`src/rtl/dsp48a1_seq_pkg.sv`:
```
// Shared widths, bubble opcode, sequencer states and the captured result record.
package dsp48a1_seq_pkg;

    localparam int unsigned W_AB = 18;
    localparam int unsigned W_C  = 48;
    localparam int unsigned W_M  = 36;
    localparam int unsigned W_OP = 8;

    // X=0, Z=P, add: P holds its value, so an accumulation survives idle cycles.
    localparam logic [W_OP-1:0] BUBBLE_OPMODE = 8'h08;

    typedef enum logic [1:0] {
        INIT,
        RUN,
        FLUSH
    } state_t;

    typedef struct packed {
        logic            carryout;
        logic [W_M-1:0]  m;
        logic [W_C-1:0]  p;
    } result_t;

endpackage

```
`src/rtl/dsp48a1_seq_fifo.sv`:
```
// Synchronous result FIFO: power-of-two depth, registered occupancy count.
module dsp48a1_seq_fifo
    import dsp48a1_seq_pkg::*;
#(
    parameter int unsigned DEPTH = 4
) (
    input  logic                   clk,
    input  logic                   rst,
    input  logic                   push,
    input  result_t                wdata,
    input  logic                   pop,
    output result_t                rdata,
    output logic                   full,
    output logic                   empty,
    output logic [$clog2(DEPTH):0] count
);

    localparam int unsigned AW = $clog2(DEPTH);

    result_t       mem [DEPTH];
    logic [AW-1:0] wr_ptr_q;
    logic [AW-1:0] rd_ptr_q;
    logic [AW:0]   count_q;
    logic          do_push;
    logic          do_pop;

    // Occupancy flags and qualified push/pop strobes.
    always_comb begin
        full    = (count_q == DEPTH[AW:0]);
        empty   = (count_q == '0);
        do_push = push & ~full;
        do_pop  = pop & ~empty;
        rdata   = mem[rd_ptr_q];
        count   = count_q;
    end

    // Storage needs no reset; the pointers alone define which entries are live.
    always_ff @(posedge clk) begin
        if (do_push) begin
            mem[wr_ptr_q] <= wdata;
        end
    end

    // Pointer and occupancy bookkeeping; pointers wrap naturally at DEPTH.
    always_ff @(posedge clk) begin
        if (rst) begin
            wr_ptr_q <= '0;
            rd_ptr_q <= '0;
            count_q  <= '0;
        end else begin
            if (do_push) begin
                wr_ptr_q <= wr_ptr_q + AW'(1);
            end
            if (do_pop) begin
                rd_ptr_q <= rd_ptr_q + AW'(1);
            end
            case ({do_push, do_pop})
                2'b10:   count_q <= count_q + (AW + 1)'(1);
                2'b01:   count_q <= count_q - (AW + 1)'(1);
                default: count_q <= count_q;
            endcase
        end
    end

    // The upstream credit scheme must never let a capture land in a full FIFO.
    a_no_overflow : assert property (@(posedge clk) disable iff (rst) !(push && full));

endmodule

```
`src/rtl/dsp48a1_seq.sv`:
```
// DSP48A1 initiator: streams operand packets into the slice, tracks the
// pipeline with a valid shift register and buffers P/M/CARRYOUT for the host.
module dsp48a1_seq
    import dsp48a1_seq_pkg::*;
#(
    parameter int unsigned PIPE_LAT   = 4,
    parameter int unsigned RES_DEPTH  = 4,
    parameter int unsigned RST_CYCLES = 2
) (
    input  logic            CLK,
    input  logic            RST,
    input  logic            in_valid,
    output logic            in_ready,
    input  logic [W_AB-1:0] in_A,
    input  logic [W_AB-1:0] in_B,
    input  logic [W_AB-1:0] in_D,
    input  logic [W_C-1:0]  in_C,
    input  logic [W_OP-1:0] in_OPMODE,
    input  logic            in_CARRYIN,
    input  logic            flush_req,
    output logic            flush_done,
    output logic [W_AB-1:0] dsp_A,
    output logic [W_AB-1:0] dsp_B,
    output logic [W_AB-1:0] dsp_D,
    output logic [W_C-1:0]  dsp_C,
    output logic [W_OP-1:0] dsp_OPMODE,
    output logic            dsp_CARRYIN,
    output logic            dsp_CE,
    output logic            dsp_RST,
    input  logic [W_C-1:0]  dsp_P,
    input  logic [W_M-1:0]  dsp_M,
    input  logic            dsp_CARRYOUT,
    output logic            out_valid,
    input  logic            out_ready,
    output logic [W_C-1:0]  out_P,
    output logic [W_M-1:0]  out_M,
    output logic            out_CARRYOUT
);

    localparam int unsigned CW          = $clog2(RES_DEPTH) + 1;
    localparam int unsigned RCW         = (RST_CYCLES > 1) ? $clog2(RST_CYCLES) : 1;
    localparam int unsigned INIT_LAST_I = RST_CYCLES - 1;
    localparam logic [RCW-1:0] INIT_LAST  = INIT_LAST_I[RCW-1:0];
    localparam logic [CW:0]    CREDIT_MAX = RES_DEPTH[CW:0];

    state_t               state_q, state_d;
    logic [RCW-1:0]       init_cnt_q, init_cnt_d;
    logic                 from_flush_q, from_flush_d;
    logic                 flush_done_q, flush_done_d;
    logic [PIPE_LAT-1:0]  valid_sr_q, valid_sr_d;
    logic [CW-1:0]        inflight_q, inflight_d;

    logic                 accept;
    logic                 capture;
    logic [CW:0]          credit_used;
    logic [CW-1:0]        fifo_count;
    logic                 fifo_full;
    logic                 fifo_empty;
    logic                 fifo_pop;
    result_t              fifo_wdata;
    result_t              fifo_rdata;

    // Handshakes and credit: registered counts only, so a same-cycle pop earns nothing.
    always_comb begin
        credit_used = {1'b0, inflight_q} + {1'b0, fifo_count};
        in_ready    = (state_q == RUN) && (credit_used < CREDIT_MAX);
        accept      = in_valid & in_ready;
        capture     = valid_sr_q[PIPE_LAT-1];
        fifo_pop    = out_valid & out_ready;
        fifo_wdata  = '{carryout: dsp_CARRYOUT, m: dsp_M, p: dsp_P};
    end

    // Sequencer next state plus pipeline-tracking counters.
    always_comb begin
        state_d      = state_q;
        init_cnt_d   = init_cnt_q;
        from_flush_d = from_flush_q;
        flush_done_d = 1'b0;
        valid_sr_d   = {valid_sr_q[PIPE_LAT-2:0], accept};
        inflight_d   = inflight_q;

        unique case (state_q)
            INIT: begin
                if (init_cnt_q == INIT_LAST) begin
                    state_d      = RUN;
                    init_cnt_d   = '0;
                    flush_done_d = from_flush_q;
                    from_flush_d = 1'b0;
                end else begin
                    init_cnt_d = init_cnt_q + RCW'(1);
                end
            end
            RUN: begin
                if (flush_req) begin
                    state_d = FLUSH;
                end
            end
            FLUSH: begin
                if (inflight_q == '0) begin
                    state_d      = INIT;
                    init_cnt_d   = '0;
                    from_flush_d = 1'b1;
                end
            end
            default: begin
                state_d = INIT;
            end
        endcase

        case ({accept, capture})
            2'b10:   inflight_d = inflight_q + CW'(1);
            2'b01:   inflight_d = inflight_q - CW'(1);
            default: inflight_d = inflight_q;
        endcase
    end

    // Control state registers.
    always_ff @(posedge CLK) begin
        if (RST) begin
            state_q      <= INIT;
            init_cnt_q   <= '0;
            from_flush_q <= 1'b0;
            flush_done_q <= 1'b0;
            valid_sr_q   <= '0;
            inflight_q   <= '0;
        end else begin
            state_q      <= state_d;
            init_cnt_q   <= init_cnt_d;
            from_flush_q <= from_flush_d;
            flush_done_q <= flush_done_d;
            valid_sr_q   <= valid_sr_d;
            inflight_q   <= inflight_d;
        end
    end

    // Slice drive registers: the accepted packet, otherwise a P-holding bubble.
    always_ff @(posedge CLK) begin
        if (RST || !accept) begin
            dsp_A       <= '0;
            dsp_B       <= '0;
            dsp_D       <= '0;
            dsp_C       <= '0;
            dsp_OPMODE  <= BUBBLE_OPMODE;
            dsp_CARRYIN <= 1'b0;
        end else begin
            dsp_A       <= in_A;
            dsp_B       <= in_B;
            dsp_D       <= in_D;
            dsp_C       <= in_C;
            dsp_OPMODE  <= in_OPMODE;
            dsp_CARRYIN <= in_CARRYIN;
        end
    end

    // Slice control pins and result outputs straight from registers / FIFO head.
    always_comb begin
        dsp_CE       = 1'b1;
        dsp_RST      = (state_q == INIT);
        flush_done   = flush_done_q;
        out_valid    = ~fifo_empty;
        out_P        = fifo_rdata.p;
        out_M        = fifo_rdata.m;
        out_CARRYOUT = fifo_rdata.carryout;
    end

    dsp48a1_seq_fifo #(
        .DEPTH (RES_DEPTH)
    ) u_fifo (
        .clk   (CLK),
        .rst   (RST),
        .push  (capture),
        .wdata (fifo_wdata),
        .pop   (fifo_pop),
        .rdata (fifo_rdata),
        .full  (fifo_full),
        .empty (fifo_empty),
        .count (fifo_count)
    );

endmodule

```
`config.mk`:
```
export PLATFORM = sky130hd
export DESIGN_NAME = dsp48a1_seq
export DESIGN_NICKNAME = d
export VERILOG_FILES = /design/src/rtl/dsp48a1_seq_pkg.sv /design/src/rtl/dsp48a1_seq_fifo.sv /design/src/rtl/dsp48a1_seq.sv
export SDC_FILE = /design/constraint.sdc
export NUM_CORES = 1
export LEC_CHECK = 0
export CORE_MARGIN = 5
export CORE_UTILIZATION = 53
export CTS_CLUSTER_SIZE = 30
export DETAILED_ROUTE_END_ITERATION = 10
export PLACE_DENSITY = 0.85
export SLEW_MARGIN = 40
export SYNTH_ARGS = -nofsm -noshare
export SYNTH_HDL_FRONTEND = slang
export SYNTH_SLANG_ARGS = --single-unit
```
`constraint.sdc`:
```
create_clock -name CLK -period 9.7 [get_ports CLK]
set_clock_uncertainty 0.1 [all_clocks]
set_input_delay 1.455 -clock CLK [delete_from_list [all_inputs] [get_ports CLK]]
set_output_delay 1.455 -clock CLK [all_outputs]
set_load 0.1 [all_outputs]
```
==> impl_metrics.tcl <==
set metrics [dict create \
    synth.distinct_cells 35 \
    worst_hold_path_type "reg2reg" \
    overflow 0 \
    hpwl_um 26340 \
    antenna_found_initial 9 \
    final_common_cell "edfxtp_1" \
    critPathArrivalTime_ns 2.93 \
    core_area_sq_mm 0.03035 \
    finalSetupViolations 0 \
    root_buffer "clkbuf_16" \
    cp-end-kind "output port" \
    min_period_over_period 0.4628 \
    die_w_um 184.8 \
    drt-met1-wl_um 13460 \
    first_global_vias 9228 \
    ys_ff_latch 472 \
    worstSetupPathType "reg2out" \
    crit_buf_inv 2 \
    grt_max_degree 113 \
    worstMarginPinSlew_ns 0.8271 \
    die_h_um 184.8 \
    cts_buffers 46 \
    wl_met2_um 19290 \
    r2r_slack_ns 6.74 \
    setup_ws_ns 5.211 \
    ff2ff_path_depth 4 \
    clock_latency_ns 0.53 \
    post_cts_buffers 0 \
    cap_violations 0 \
    synthCells 787 \
    rsz0062_at_grt "no" \
    report.final.slew_viol_count 0 \
    area_growth_pct 29.96 \
    setup_tns_ns 0 \
    h-tree-depth 2 \
    cts_resized 0 \
    relSlewSlack 0.4486 \
    detail-route-antenna-nets 0 \
    cts.sinks 472 \
    io_buffers 400 \
    yosys_warnings 0 \
    path_max_fanout 55 \
    hold_buffers 0 \
    finish.utilization 0.6937 \
    layout-drive-gt1-share 0.2953 \
    r2r_start "u_fifo.count[0]" \
    holdPathStages 1 \
    start_util 0.5338 \
    clockBufferDepth 3 \
    worst_r2r_endpoint "u_fifo.mem[0][34]" \
    critical-path-max-stage-delay_ns 0.74 \
    wire_per_inst_um 23.06 \
    num_vias 8595 \
    synth_area_sq_mm 0.01620 \
    rows 64 \
    synth_nets 998 \
    vias_per_cell 5.222 \
    cp_cell_sequence "clkbuf_8, mux4_2, buf_2" \
    layout_common_cells "340 x edfxtp_1, 200 x clkdlybuf4s50_1, 200 x buf_2, 130 x dfxtp_1, 110 x and2_1" \
    ios 402 \
    fmax_ghz 0.2228 \
    grt_pass1_wl_um 55750 \
    routed.top_layer "met5" \
    nets 1418 \
    start_kind "flop" \
    gp_congestion 0.8626 \
    synth_seq_area_share 0.7934 \
    die_area_sq_mm 0.03416 \
    detail_route.wirelength_um 37960 \
    min_from "valid_sr_q[0]" \
    cts_tree "built" \
    syn_avg_cell_area_sq_um 20.58 \
    critPathTopFamily "buffers and inverters" \
    clk_pin_slew_ns 0.06 \
    slowest_stage "dfxtp_4" \
    holdPathEnd "valid_sr_q[1]" \
    firstDrtPassIters 5 \
    ir_drop_mv 0.1459 \
    pwr_density_cell_mw_per_mm2 195.9 \
    min_period_ns 4.489 \
    wl_met3_um 4141 \
    drtIter0Drc 498 \
    finalHoldViolCount 0 \
    power_leakage_nw 7.558 \
    drc 0 \
    status "finished clean" \
    cp_data_required_time_ns 8.15 \
    grt_usage 0.2190 \
    place_ws_ns 5.681 \
]
## where the power goes
| group | switching (mW) | total, mW | internal [mW] |
|---|---|---|---|
| logic | 0.189 | 0.290 | 0.101 |
| clock network | 0.700 | 1.65 | 0.950 |
| registers | 0.00872 | 2.18 | 2.17 |
| total | 0.898 | 4.12 | 3.23 |
## registers in the layout (all words and copies together) (netlist names), named ones only
name,flops
flush_done,1
inflight_q,3
u_fifo.rd_ptr_q,2
u_fifo.mem,340
dsp_CARRYIN,1
dsp_C,48
valid_sr_q,4
dsp_OPMODE,8
dsp_B,18
state_q,2
u_fifo.wr_ptr_q,2
dsp_A,18
init_cnt_q,1
from_flush_q,1
u_fifo.count,3
dsp_D,18
## worst register-to-register path, stage by stage, from the launching register on
cell     delay (ns)
dfxtp_1        0.43
inv_1          0.11
a31oi_1        0.57
and2_4         0.59
buf_4          0.73
## cells in the mapped netlist (all sizes together)
| cell type | n | area (sq um) |
|---|---|---|
| edfxtp | 340 | 10210 |
| dfxtp | 132 | 2643 |
| and2 | 114 | 713.2 |
| mux4 | 85 | 1914 |
| buf | 25 | 126.4 |
| nor2 | 15 | 56.30 |
| inv | 11 | 41.29 |
| clkbuf | 10 | 37.54 |
| ha | 8 | 100.1 |
| a21oi | 7 | 35.03 |
| xor2 | 5 | 43.79 |
| nand2b | 4 | 25.02 |
| o21ai | 4 | 20.02 |
| or3 | 4 | 25.02 |
| nor2b | 3 | 18.77 |
| fa | 2 | 40.04 |
| nand3b | 2 | 15.01 |
| nor4 | 2 | 27.53 |
| a2111oi | 1 | 8.760 |
| a211oi | 1 | 7.510 |
| a31oi | 1 | 6.260 |
| and3 | 1 | 6.260 |
| conb | 1 | 3.750 |
| mux2 | 1 | 11.26 |
| mux2i | 1 | 10.01 |
| nand2 | 1 | 3.750 |
| nand3 | 1 | 5.000 |
| nor3 | 1 | 5.000 |
| o311ai | 1 | 8.760 |
| o31a | 1 | 8.760 |
| or4b | 1 | 13.76 |
| xnor2 | 1 | 8.760 |
## cells by family (layout without fill, tap and decap cells)
kind of cell / after synthesis / after routing / share of synthesized area
compound gates: 16 / 16 / 0.005871
xor+xnor: 6 / 6 / 0.003244
fa+ha+maj: 10 / 10 / 0.008651
buf+inv: 46 / 502 / 0.01267
flops: 472 / 472 / 0.7934
mux: 87 / 87 / 0.1195
other cells: 1 / 8 / 0.0002315
simple gates: 149 / 149 / 0.05646
## final cells by class
class	count	area, sq um
clock buffer	57	1224
fill	1929	9296
timing repair buffer	407	3073
tap	396	495.5
multi-input combinational	269	3152
inverter	11	41.29
sequential	472	12860
clock inverter	27	190.2
antenna	7	17.52
## layer usage
metal,up-vias,GRT usage
li1,3864,-
met1,4245,0.2640
met2,422,0.3725
met3,60,0.08071
met4,4,0.06635
met5,-,0
## how the worst max path moves through the flow
stage / cells after the start / from / to / slack (ns)
after CTS: 3 / flop / out_M[15] / 5.10
final: 3 / flop / out_M[15] / 5.21
after global routing: 3 / flop / out_M[15] / 4.93
after global placement: 3 / flop / out_M[15] / 4.75
after detailed placement: 3 / flop / out_M[15] / 5.68
after floorplan: 3 / u_fifo.count[2] / in_ready / 4.89
## metrics by stage
| stage | cell area [sq um] | std cells | total power, mW | hold WS (ns) |
|---|---|---|---|---|
| final | 21050 | 1646 | 4.124 | 0.3409 |
| after global routing | 21050 | 1646 | 4.272 | 0.3559 |
| after global placement | 20600 | 1555 | 2.530 | 0.3190 |
| after CTS | 21030 | 1639 | 4.161 | 0.3462 |
| after detailed placement | 19620 | 1555 | 2.517 | 0.3321 |
| after floorplan | 16200 | 787 | 2.397 | 0.3138 |
Power figures use the tool's default switching activity.
